$ cat src/rtl/lcd_ctrl.sv
// lcd_ctrl: FIFO-fed HD44780 write controller with setup/pulse/hold/exec timing, 8- or 4-bit bus.
// Define LCD_INIT_EN to issue the power-up command sequence before serving the FIFO.
module lcd_ctrl #(
    parameter int FIFO_DEPTH  = 8,
    parameter int BUS_4BIT    = 0,
    parameter int T_SETUP     = 2,
    parameter int T_PW        = 12,
    parameter int T_HOLD      = 1,
    parameter int T_EXEC      = 1850,
    parameter int T_EXEC_LONG = 76000,
    parameter int CNT_W       = 17
) (
    input  logic        clk,
    input  logic        rst,
    input  logic [31:0] instruction,
    input  logic [31:0] data,
    input  logic        en,
    output logic        ready,
    output logic        busy,
    output logic        done,
    output logic        overflow,
    output logic        rw,
    output logic        rs,
    output logic        enable,
    output logic [7:0]  display
);
    localparam int AW = $clog2(FIFO_DEPTH);

    typedef enum logic [2:0] {IDLE, LOAD, SETUP, PULSE, HOLD, WAIT} state_t;

    state_t state, state_next;
    logic [8:0] mem [FIFO_DEPTH];
    logic [AW-1:0] wr_ptr, rd_ptr;
    logic [AW:0] count;
    logic [CNT_W-1:0] cnt, cnt_ld;
    logic [8:0] cur;
    logic [7:0] init_byte;
    logic nib, valid_op, push, pop, src_valid, last_half, long_wait;
    logic init_active, cur_init, unused;

    assign unused    = ^data[31:8];
    assign valid_op  = en && (instruction == 32'h0 || instruction == 32'h1);
    assign ready     = count != (AW+1)'(FIFO_DEPTH);
    assign push      = valid_op && ready;
    assign src_valid = init_active || count != '0;
    assign pop       = state == IDLE && count != '0 && !init_active;
    assign last_half = BUS_4BIT == 0 || nib;
    assign long_wait = !cur[8] && cur[7:0] inside {8'h01, 8'h02, 8'h03};
    assign busy      = src_valid || state != IDLE;
    assign rw        = 1'b0;

`ifdef LCD_INIT_EN
    localparam logic [2:0] INIT_LEN = (BUS_4BIT != 0) ? 3'd6 : 3'd4;
    logic [2:0] init_idx, init_k;

    assign init_active = init_idx != INIT_LEN;
    assign init_k      = (BUS_4BIT != 0) ? init_idx : init_idx + 3'd2;

    // 8-bit mode starts with the function-set 0x38 and then shares the common tail
    always_comb
        init_byte = (BUS_4BIT == 0 && init_idx == 3'd0) ? 8'h38 :
                    init_k == 3'd0 ? 8'h33 : init_k == 3'd1 ? 8'h32 :
                    init_k == 3'd2 ? 8'h28 : init_k == 3'd3 ? 8'h0C :
                    init_k == 3'd4 ? 8'h06 : 8'h01;

    always_ff @(posedge clk or posedge rst) begin
        if (rst) begin
            init_idx <= '0;
            cur_init <= 1'b0;
        end else if (state == IDLE && src_valid) begin
            cur_init <= init_active;
            if (init_active) init_idx <= init_idx + 3'd1;
        end
    end
`else
    assign init_active = 1'b0;
    assign cur_init    = 1'b0;
    assign init_byte   = '0;
`endif

    always_ff @(posedge clk)
        if (push) mem[wr_ptr] <= {instruction[0], data[7:0]};

    // Occupancy is registered only, so a same-cycle pop never frees a slot for a push
    always_ff @(posedge clk or posedge rst) begin
        if (rst) begin
            wr_ptr   <= '0;
            rd_ptr   <= '0;
            count    <= '0;
            overflow <= 1'b0;
        end else begin
            if (push) wr_ptr <= wr_ptr + 1'b1;
            if (pop) rd_ptr <= rd_ptr + 1'b1;
            count <= count + {{AW{1'b0}}, push} - {{AW{1'b0}}, pop};
            if (valid_op && !ready) overflow <= 1'b1;
        end
    end

    always_ff @(posedge clk or posedge rst)
        if (rst) state <= IDLE;
        else state <= state_next;

    always_comb begin
        state_next = state;
        case (state)
            IDLE:    if (src_valid) state_next = LOAD;
            LOAD:    state_next = SETUP;
            SETUP:   if (cnt == '0) state_next = PULSE;
            PULSE:   if (cnt == '0) state_next = HOLD;
            HOLD:    if (cnt == '0) state_next = last_half ? WAIT : SETUP;
            WAIT:    if (cnt == '0) state_next = IDLE;
            default: state_next = IDLE;
        endcase
    end

    always_comb begin
        enable = state == PULSE;
        done   = state == WAIT && cnt == '0 && !cur_init;
    end

    always_comb
        cnt_ld = state_next == SETUP ? CNT_W'(T_SETUP - 1) :
                 state_next == PULSE ? CNT_W'(T_PW - 1) :
                 state_next == HOLD  ? CNT_W'(T_HOLD - 1) :
                 state_next == WAIT  ? (long_wait ? CNT_W'(T_EXEC_LONG - 1) : CNT_W'(T_EXEC - 1)) :
                 '0;

    always_ff @(posedge clk or posedge rst) begin
        if (rst) begin
            cnt     <= '0;
            cur     <= '0;
            nib     <= 1'b0;
            rs      <= 1'b0;
            display <= '0;
        end else begin
            cnt <= state_next != state ? cnt_ld : cnt != '0 ? cnt - 1'b1 : cnt;
            if (state == IDLE && src_valid) begin
                cur <= init_active ? {1'b0, init_byte} : mem[rd_ptr];
                nib <= 1'b0;
            end
            if (state == LOAD) begin
                rs      <= cur[8];
                display <= BUS_4BIT != 0 ? {cur[7:4], 4'h0} : cur[7:0];
            end
            if (state == HOLD && cnt == '0 && !last_half) begin
                display <= {cur[3:0], 4'h0};
                nib     <= 1'b1;
            end
        end
    end
endmodule

$ cat config.mk
export PLATFORM = sky130hd
export DESIGN_NAME = lcd_ctrl
export DESIGN_NICKNAME = d
export VERILOG_FILES = /design/src/rtl/lcd_ctrl.sv
export SDC_FILE = /design/constraint.sdc
export NUM_CORES = 1
export LEC_CHECK = 0
export ABC_AREA = 1
export BUFFER_PORTS_ARGS = -buffer_cell sky130_fd_sc_hd__buf_2
export CORE_ASPECT_RATIO = 1.2
export CORE_UTILIZATION = 46
export DETAILED_ROUTE_END_ITERATION = 6
export PLACE_DENSITY = 0.7
export REMOVE_ABC_BUFFERS = 1
export SETUP_SLACK_MARGIN = 0.15
export SLEW_MARGIN = 10
export SYNTH_ARGS = -nofsm -noshare
export SYNTH_HDL_FRONTEND = slang
export SYNTH_SLANG_ARGS = --single-unit
$ cat constraint.sdc
create_clock -name clk -period 3.4 [get_ports clk]
set_clock_uncertainty 0.15 [all_clocks]
set_input_delay 0.34 -clock clk [delete_from_list [all_inputs] [get_ports clk]]
set_output_delay 0.34 -clock clk [all_outputs]
set_load 0.1 [all_outputs]
==> metrics.yaml, run 1 <==
clkTransAtPathRegs_ns: 0.07
synth_cell_types: 35
drc: 0
synth-seq-area-share: 0.6131
fp.coreArea_mm2: 0.01162
post_cts.repair.setup_buffers: 0
ff2ff_setup_slack_ns: 0.86
synth_edf_count: 72
min_path_type: "input pin to flip-flop"
yosysTopAreaCellShare: 0.3912
grt_start_max_net_pins: 50
grt_pass1_wl_um: 18710
ir_drop_mv: 0.3115
cts_hold_buffers: 0
dp_cells: 724
layout.nets: 664
h-tree-depth: 4
hold_viol_final: 0
syn_to_final_growth_pct: 19.15
p_leak_nw: 2.667
die_x_um: 102.1
ys_ff_latch: 121
root_buffer: "clkbuf_16"
place_congestion: 0.8332
io_buffers: 56
holdWs_ns: 0.02938
via_per_inst: 5.319
track_usage: 0.2033
syn-cell-area_mm2: 0.005527
drtIter0Drc: 196
rsz0062_at_grt: "false"
wl_per_cell_um: 15.26
stdcell_count: 756
power_mw: 3.364
grt_pass1_vias: 3886
crit_arrival_ns: 2.31
async_flop_share: 0.4050
cts.path.max_buffers: 2
diodes: 0
p_per_area_mw_per_mm2: 510.8
fillers: 1007
wirelength_um: 11540
setup_violations: 0
drtPass1Iterations: 4
worstMarginPinSlew_ns: 1.040
die_area_mm2: 0.01246
yosys.area.top_type: "edfxtp_1"
post_dp_cell_area_mm2: 0.005993
row_count: 43
insertion_delay_ns: 0.42
ys.flop_type: "edfxtp_1"
fin_setup_tns_ns: 0
max_freq_mhz: 356.8
vias: 4021
antenna_found_initial: 0
cts_tree: "built"
ant_nets: 0
worstPathMaxFanout: 6
end_kind: "output port"
num_io_pins: 82
final-max-slew-violation-count: 0
initial_utilization: 0.4756
grt.overflow.total: 0
die_h_um: 122.1
path_class: "flip-flop to output port"
cts.sinks: 121
cts_buffers: 17
drive_gt1_frac: 0.2337
final.period_utilization: 0.8244
yosys_warnings: 0
status: "finished, final reports clean"
ys_top_cells_by_area: "edfxtp_1 (39%), dfrtp_1 (22%), o21ai_0 (4.9%), nor2_1 (4.4%), nand2_1 (4.3%)"
syn_area_per_cell_um2: 10.63
timing.final.crit_period_ns: 2.803
cp-start-kind: "flip-flop"
design_area_mm2: 0.006585
cts-resized-gates: 0
relSlewSlack: 0.3055
dp.final_hpwl_um: 7479
cp_data_required_time_ns: 2.91
synthCells: 520
max_cap_violations: 0
cell usage in the layout (no fill, tap or decap), types with 11 or more instances in the layout:
cell / instances
buf_2: 56
buf_4: 11
clkbuf_16: 17
dfrtp_1: 49
edfxtp_1: 72
inv_1: 39
nand2_1: 64
nand3_1: 25
nor2_1: 65
o21ai_0: 54
xnor2_1: 11
through the flow:
step / util / setup WS, ns
after detailed placement: 0.5157 / 0.9010
after CTS: 0.5666 / 0.5835
final: 0.5666 / 0.5970
after floorplan: - / 0.02045
after global placement: 0.5157 / 0.9386
after global routing: 0.5666 / 0.3896
Yosys cell counts (7+ instances only):
master    count
a21oi_2      10
clkbuf_1     15
dfrtp_1      49
edfxtp_1     72
ha_1         10
inv_1        40
nand2_1      64
nand2_2       8
nand3_1      25
nand4_1       7
nor2_1       65
nor4_1       10
o211ai_1      9
o21ai_0      54
o221ai_1      9
o22ai_1       9
xnor2_1      11
worst max-delay path, stage by stage, from the launching register on:
cell,delay [ns]
dfrtp_1,0.38
inv_1,0.16
ha_1,0.20
inv_1,0.04
nor2_1,0.14
nand2_1,0.08
nor3_1,0.26
nand2_1,0.13
nor2_1,0.09
buf_2,0.43
flip-flops by register name (all words and copies together) (netlist names):
name,cells
rd_ptr,3
rs,1
mem,72
wr_ptr,3
cur,9
overflow,1
display,8
count,4
state,3
cnt,17
report_power, final:
group          internal, mW  total [mW]  switching [mW]  leakage (nW)
Combinational        0.0183      0.0512          0.0329          1.16
Clock                 0.989        1.75           0.765         0.292
Sequential             1.56        1.56     0.000000405          1.22
Total                  2.57        3.36           0.798          2.67
kinds of logic (layout without fill, tap and decap cells):
group | after synthesis | count (layout) | synth area share
xor gates and xnor gates | 17 | 17 | 0.02694
adders and majority gates | 11 | 11 | 0.02626
and+or+nand+nor | 203 | 203 | 0.1741
DFF | 121 | 121 | 0.6131
AOI/OAI and AO/OA | 101 | 101 | 0.1109
other | 1 | 1 | 0.0006785
buffers and inverters | 66 | 145 | 0.04799
path summary, 6_finish.rpt:
kind,startpoint,end,depth (start not counted)
worst min-delay path,data[3],mem[3][3]$_DFFE_PP_,1
worst max register to register,state[1]$_DFF_PP0_,count[2]$_DFF_PP0_,10
worst min register to register,overflow$_DFFE_PP0P_,overflow$_DFFE_PP0P_,2
worst max-delay path,cnt[0]$_DFFE_PP0P_,done,9
min in group asynchronous,rst,cnt[14]$_DFFE_PP0P_,2
max in group asynchronous,rst,rd_ptr[0]$_DFFE_PP0P_,2
layer usage:
layer | track usage | routed length [um]
met5 | 0 | 0
met4 | 0.1080 | 246
met3 | 0.04188 | 471
met2 | 0.3356 | 5983
met1 | 0.2494 | 4836
final cells by class:
cell class / count / area [um2] / share of cell area
sequential: 121 / 3388 / 0.5145
multi-input combinational: 333 / 1873 / 0.2844
clock buffer: 17 / 425.4 / 0.06460
timing repair buffer: 67 / 362.8 / 0.05510
tap: 157 / 196.4 / 0.02983
inverter: 46 / 172.7 / 0.02622
clock inverter: 15 / 166.4 / 0.02527
Note: power is estimated with default switching activity, not from simulation.
==> inputs of run 2 (changes only) <==
--- a/config.mk
+++ b/config.mk
@@ -10,7 +10,7 @@
 export CORE_ASPECT_RATIO = 1.2
 export CORE_UTILIZATION = 46
 export DETAILED_ROUTE_END_ITERATION = 6
-export PLACE_DENSITY = 0.7
+export PLACE_DENSITY = 0.72
 export REMOVE_ABC_BUFFERS = 1
 export SETUP_SLACK_MARGIN = 0.15
 export SLEW_MARGIN = 10
==> constraint.sdc (replaced) <==
create_clock -name clk -period 2.4 [get_ports clk]
set_clock_uncertainty 0.15 [all_clocks]
set_input_delay 0.24 -clock clk [delete_from_list [all_inputs] [get_ports clk]]
set_output_delay 0.24 -clock clk [all_outputs]
set_load 0.1 [all_outputs]
==> run 2 against run 1 <==
Net effect:
- final cell count rose by 4.0%
- worst setup slack got worse by 0.39 ns
- total power increased by 44%
- highest routed layer unchanged
- via count grew 3.4%
- largest power group unchanged
- first-iteration DRC count increased by 51%
- wire length rose by 6.6%
==> metrics.yaml, run 2 (synthesized netlist as in run 1, its figures left out) <==
status: "finished, final reports clean"
r2r_cells: 11  # +1
hold_depth: 4  # +3
cts_tree: "built"
holdWs_ns: 0.02958  # +0.0001966 ns
layout.nets: 694  # +4.5%
row_count: 43  # unchanged
die_area_mm2: 0.01246  # unchanged
insertion_delay_ns: 0.41  # about the same
grt.overflow.total: 0  # unchanged
clkTransAtPathRegs_ns: 0.06  # about the same
wl_per_cell_um: 15.64  # +2.5%
max_cap_violations: 0  # unchanged
num_io_pins: 82  # unchanged
end_kind: "flip-flop"
largest_reg_flops: 72  # unchanged
place_congestion: 0.8697  # +4.4%
wirelength_um: 12300  # +6.6%
top_regs: "mem x72, cnt x17, cur x9"
grt_start_max_net_pins: 50  # unchanged
rr_endpoint: "count[1]$_DFF_PP0_"
clkPwrFrac: 0.527  # +0.006
min_from: "instruction[23]"
swShare: 0.2003  # -0.03700
drtPass1Iterations: 4  # unchanged
cts_buffers: 17  # unchanged
path_class: "flip-flop to flip-flop"
relSlewSlack: 0.5264  # +0.2209
root_buffer: "clkbuf_16"
die_x_um: 102.1  # unchanged
via_per_inst: 5.289  # -0.56%
p_leak_nw: 2.788  # +4.5%
initial_utilization: 0.4756  # unchanged
cp-start-kind: "flip-flop"
final-max-slew-violation-count: 0  # unchanged
fin_setup_tns_ns: 0  # unchanged
worstPathMaxFanout: 3  # -3
ant_nets: 0  # unchanged
setup_violations: 0  # unchanged
diodes: 0  # unchanged
switching_power_uw: 971.7  # +22%
h-tree-depth: 4  # unchanged
ir_drop_mv: 0.7435  # +140%
track_usage: 0.2150  # +0.01169
timing.final.crit_period_ns: 2.193
grt_pass1_wl_um: 19950  # +6.6%
crit_path_start: "count[2]$_DFF_PP0_"
cts.path.max_buffers: 2  # unchanged
reg2reg_from: "count[2]$_DFF_PP0_"
post_dp_cell_area_mm2: 0.006068  # +1.3%
wl_met3_um: 707  # +50%
largest-register: "mem"
worstMarginPinSlew_ns: 0.7103  # -0.3298 ns
wl_met1_um: 4893  # +1.2%
ff2ff_setup_slack_ns: 0.21  # -0.65 ns
cts.sinks: 121  # unchanged
rsz0062_at_grt: "false"
final.period_utilization: 0.9139
cp_data_required_time_ns: 2.55  # -0.36 ns
die_h_um: 122.1  # unchanged
internal_power_mw: 3.879  # +51%
final_common_cell: "edfxtp_1"
holdPathEnd: "overflow$_DFFE_PP0P_"
comb_power_share: 0.018  # +0.003
dp.final_hpwl_um: 7564  # +1.1%
highest-signal-layer: "met4"
min_path_type: "input pin to flip-flop"
p_per_area_mw_per_mm2: 699.8  # +37%
vias: 4157  # +3.4%
fillers: 942  # -6.5%
fp.coreArea_mm2: 0.01162  # unchanged
power_frac_seq: 0.456  # -0.007
drive_gt1_frac: 0.2750  # +0.04132
hold_viol_final: 0  # unchanged
syn_to_final_growth_pct: 25.42
met2_length_um: 6405  # +7.1%
antenna_found_initial: 0  # unchanged
design_area_mm2: 0.006932  # +5.3%
crit_arrival_ns: 2.35  # +0.04 ns
drc: 0  # unchanged
drtIter0Drc: 296  # +51%
grt_pass1_vias: 4277  # +10%
layout_common_cells: "edfxtp_1 (72), nand2_1 (63), nor2_1 (62)"
max_freq_mhz: 455.9
io_buffers: 56  # unchanged
## run 2: timing repair
item,in CTS,in global routing
buffers inserted,3,8
pin swaps,5,6
hold endpoints to repair,122,0
setup endpoints to repair,1,7
gates resized for setup,8,16
hold buffers,11,0
## run 2: power by group through the flow
stage | clock network [mW] | logic [mW] | registers, mW
global route | 2.68 | 0.0948 | 2.21
finish | 2.55 | 0.0857 | 2.21
global placement | 0 | 0.0707 | 2.25
floorplan | 0 | 0.0216 | 2.25
detailed placement | 0 | 0.0738 | 2.25
CTS | 2.59 | 0.0867 | 2.21
## run 2: how the worst max path moves through the flow
stage / to / slack [ns] / cells past startpoint
floorplan: cnt[1]$_DFFE_PP0P_ / -0.98 / 10
global placement: count[1]$_DFF_PP0_ / 0.06 / 11
detailed placement: count[2]$_DFF_PP0_ / -0.007 / 11
CTS: done / 0.16 / 6
global route: count[1]$_DFF_PP0_ / 0.12 / 11
finish: count[1]$_DFF_PP0_ / 0.21 / 11
## run 2: final cells by class
cell class,instances,area (um2),share of cell area
Sequential cell,121,3391,0.4892
Multi-Input combinational cell,333,1943,0.2803
Timing Repair Buffer,97,630.6,0.09097
Clock buffer,17,425.4,0.06137
Tap cell,157,196.4,0.02834
Clock inverter,15,172.7,0.02491
Inverter,46,172.7,0.02491
## run 2: worst max-delay path, stage by stage, from the launching register on
cell and delay (ns):
dfrtp_1 0.37, inv_2 0.10, ha_4 0.14, nand3_1 0.08, inv_2 0.09, nor2_4 0.05
ha_1 0.29, inv_1 0.06, ha_2 0.17, inv_1 0.05, fa_2 0.51, inv_1 0.04
## run 2: metal layers
metal,up-vias,GRT usage
met5,-,0
met1,1977,0.2497
met3,29,0.06139
met2,150,0.3603
li1,2001,-
met4,0,0.1089
## run 2: metrics by stage
| stage | setup slack [ns] | instances | power, mW | utilization |
|---|---|---|---|---|
| 6_report | 0.2067 | 786 | 4.851 | 0.5965 |
| 2_1_floorplan | -0.9796 | 500 | 2.273 | - |
| 5_1_grt | 0.1151 | 786 | 4.986 | 0.5965 |
| 3_5_place_dp | -0.006990 | 732 | 2.324 | 0.5222 |
| 4_1_cts | 0.1557 | 778 | 4.883 | 0.5874 |
| 3_3_place_gp | 0.06232 | 732 | 2.321 | 0.5222 |
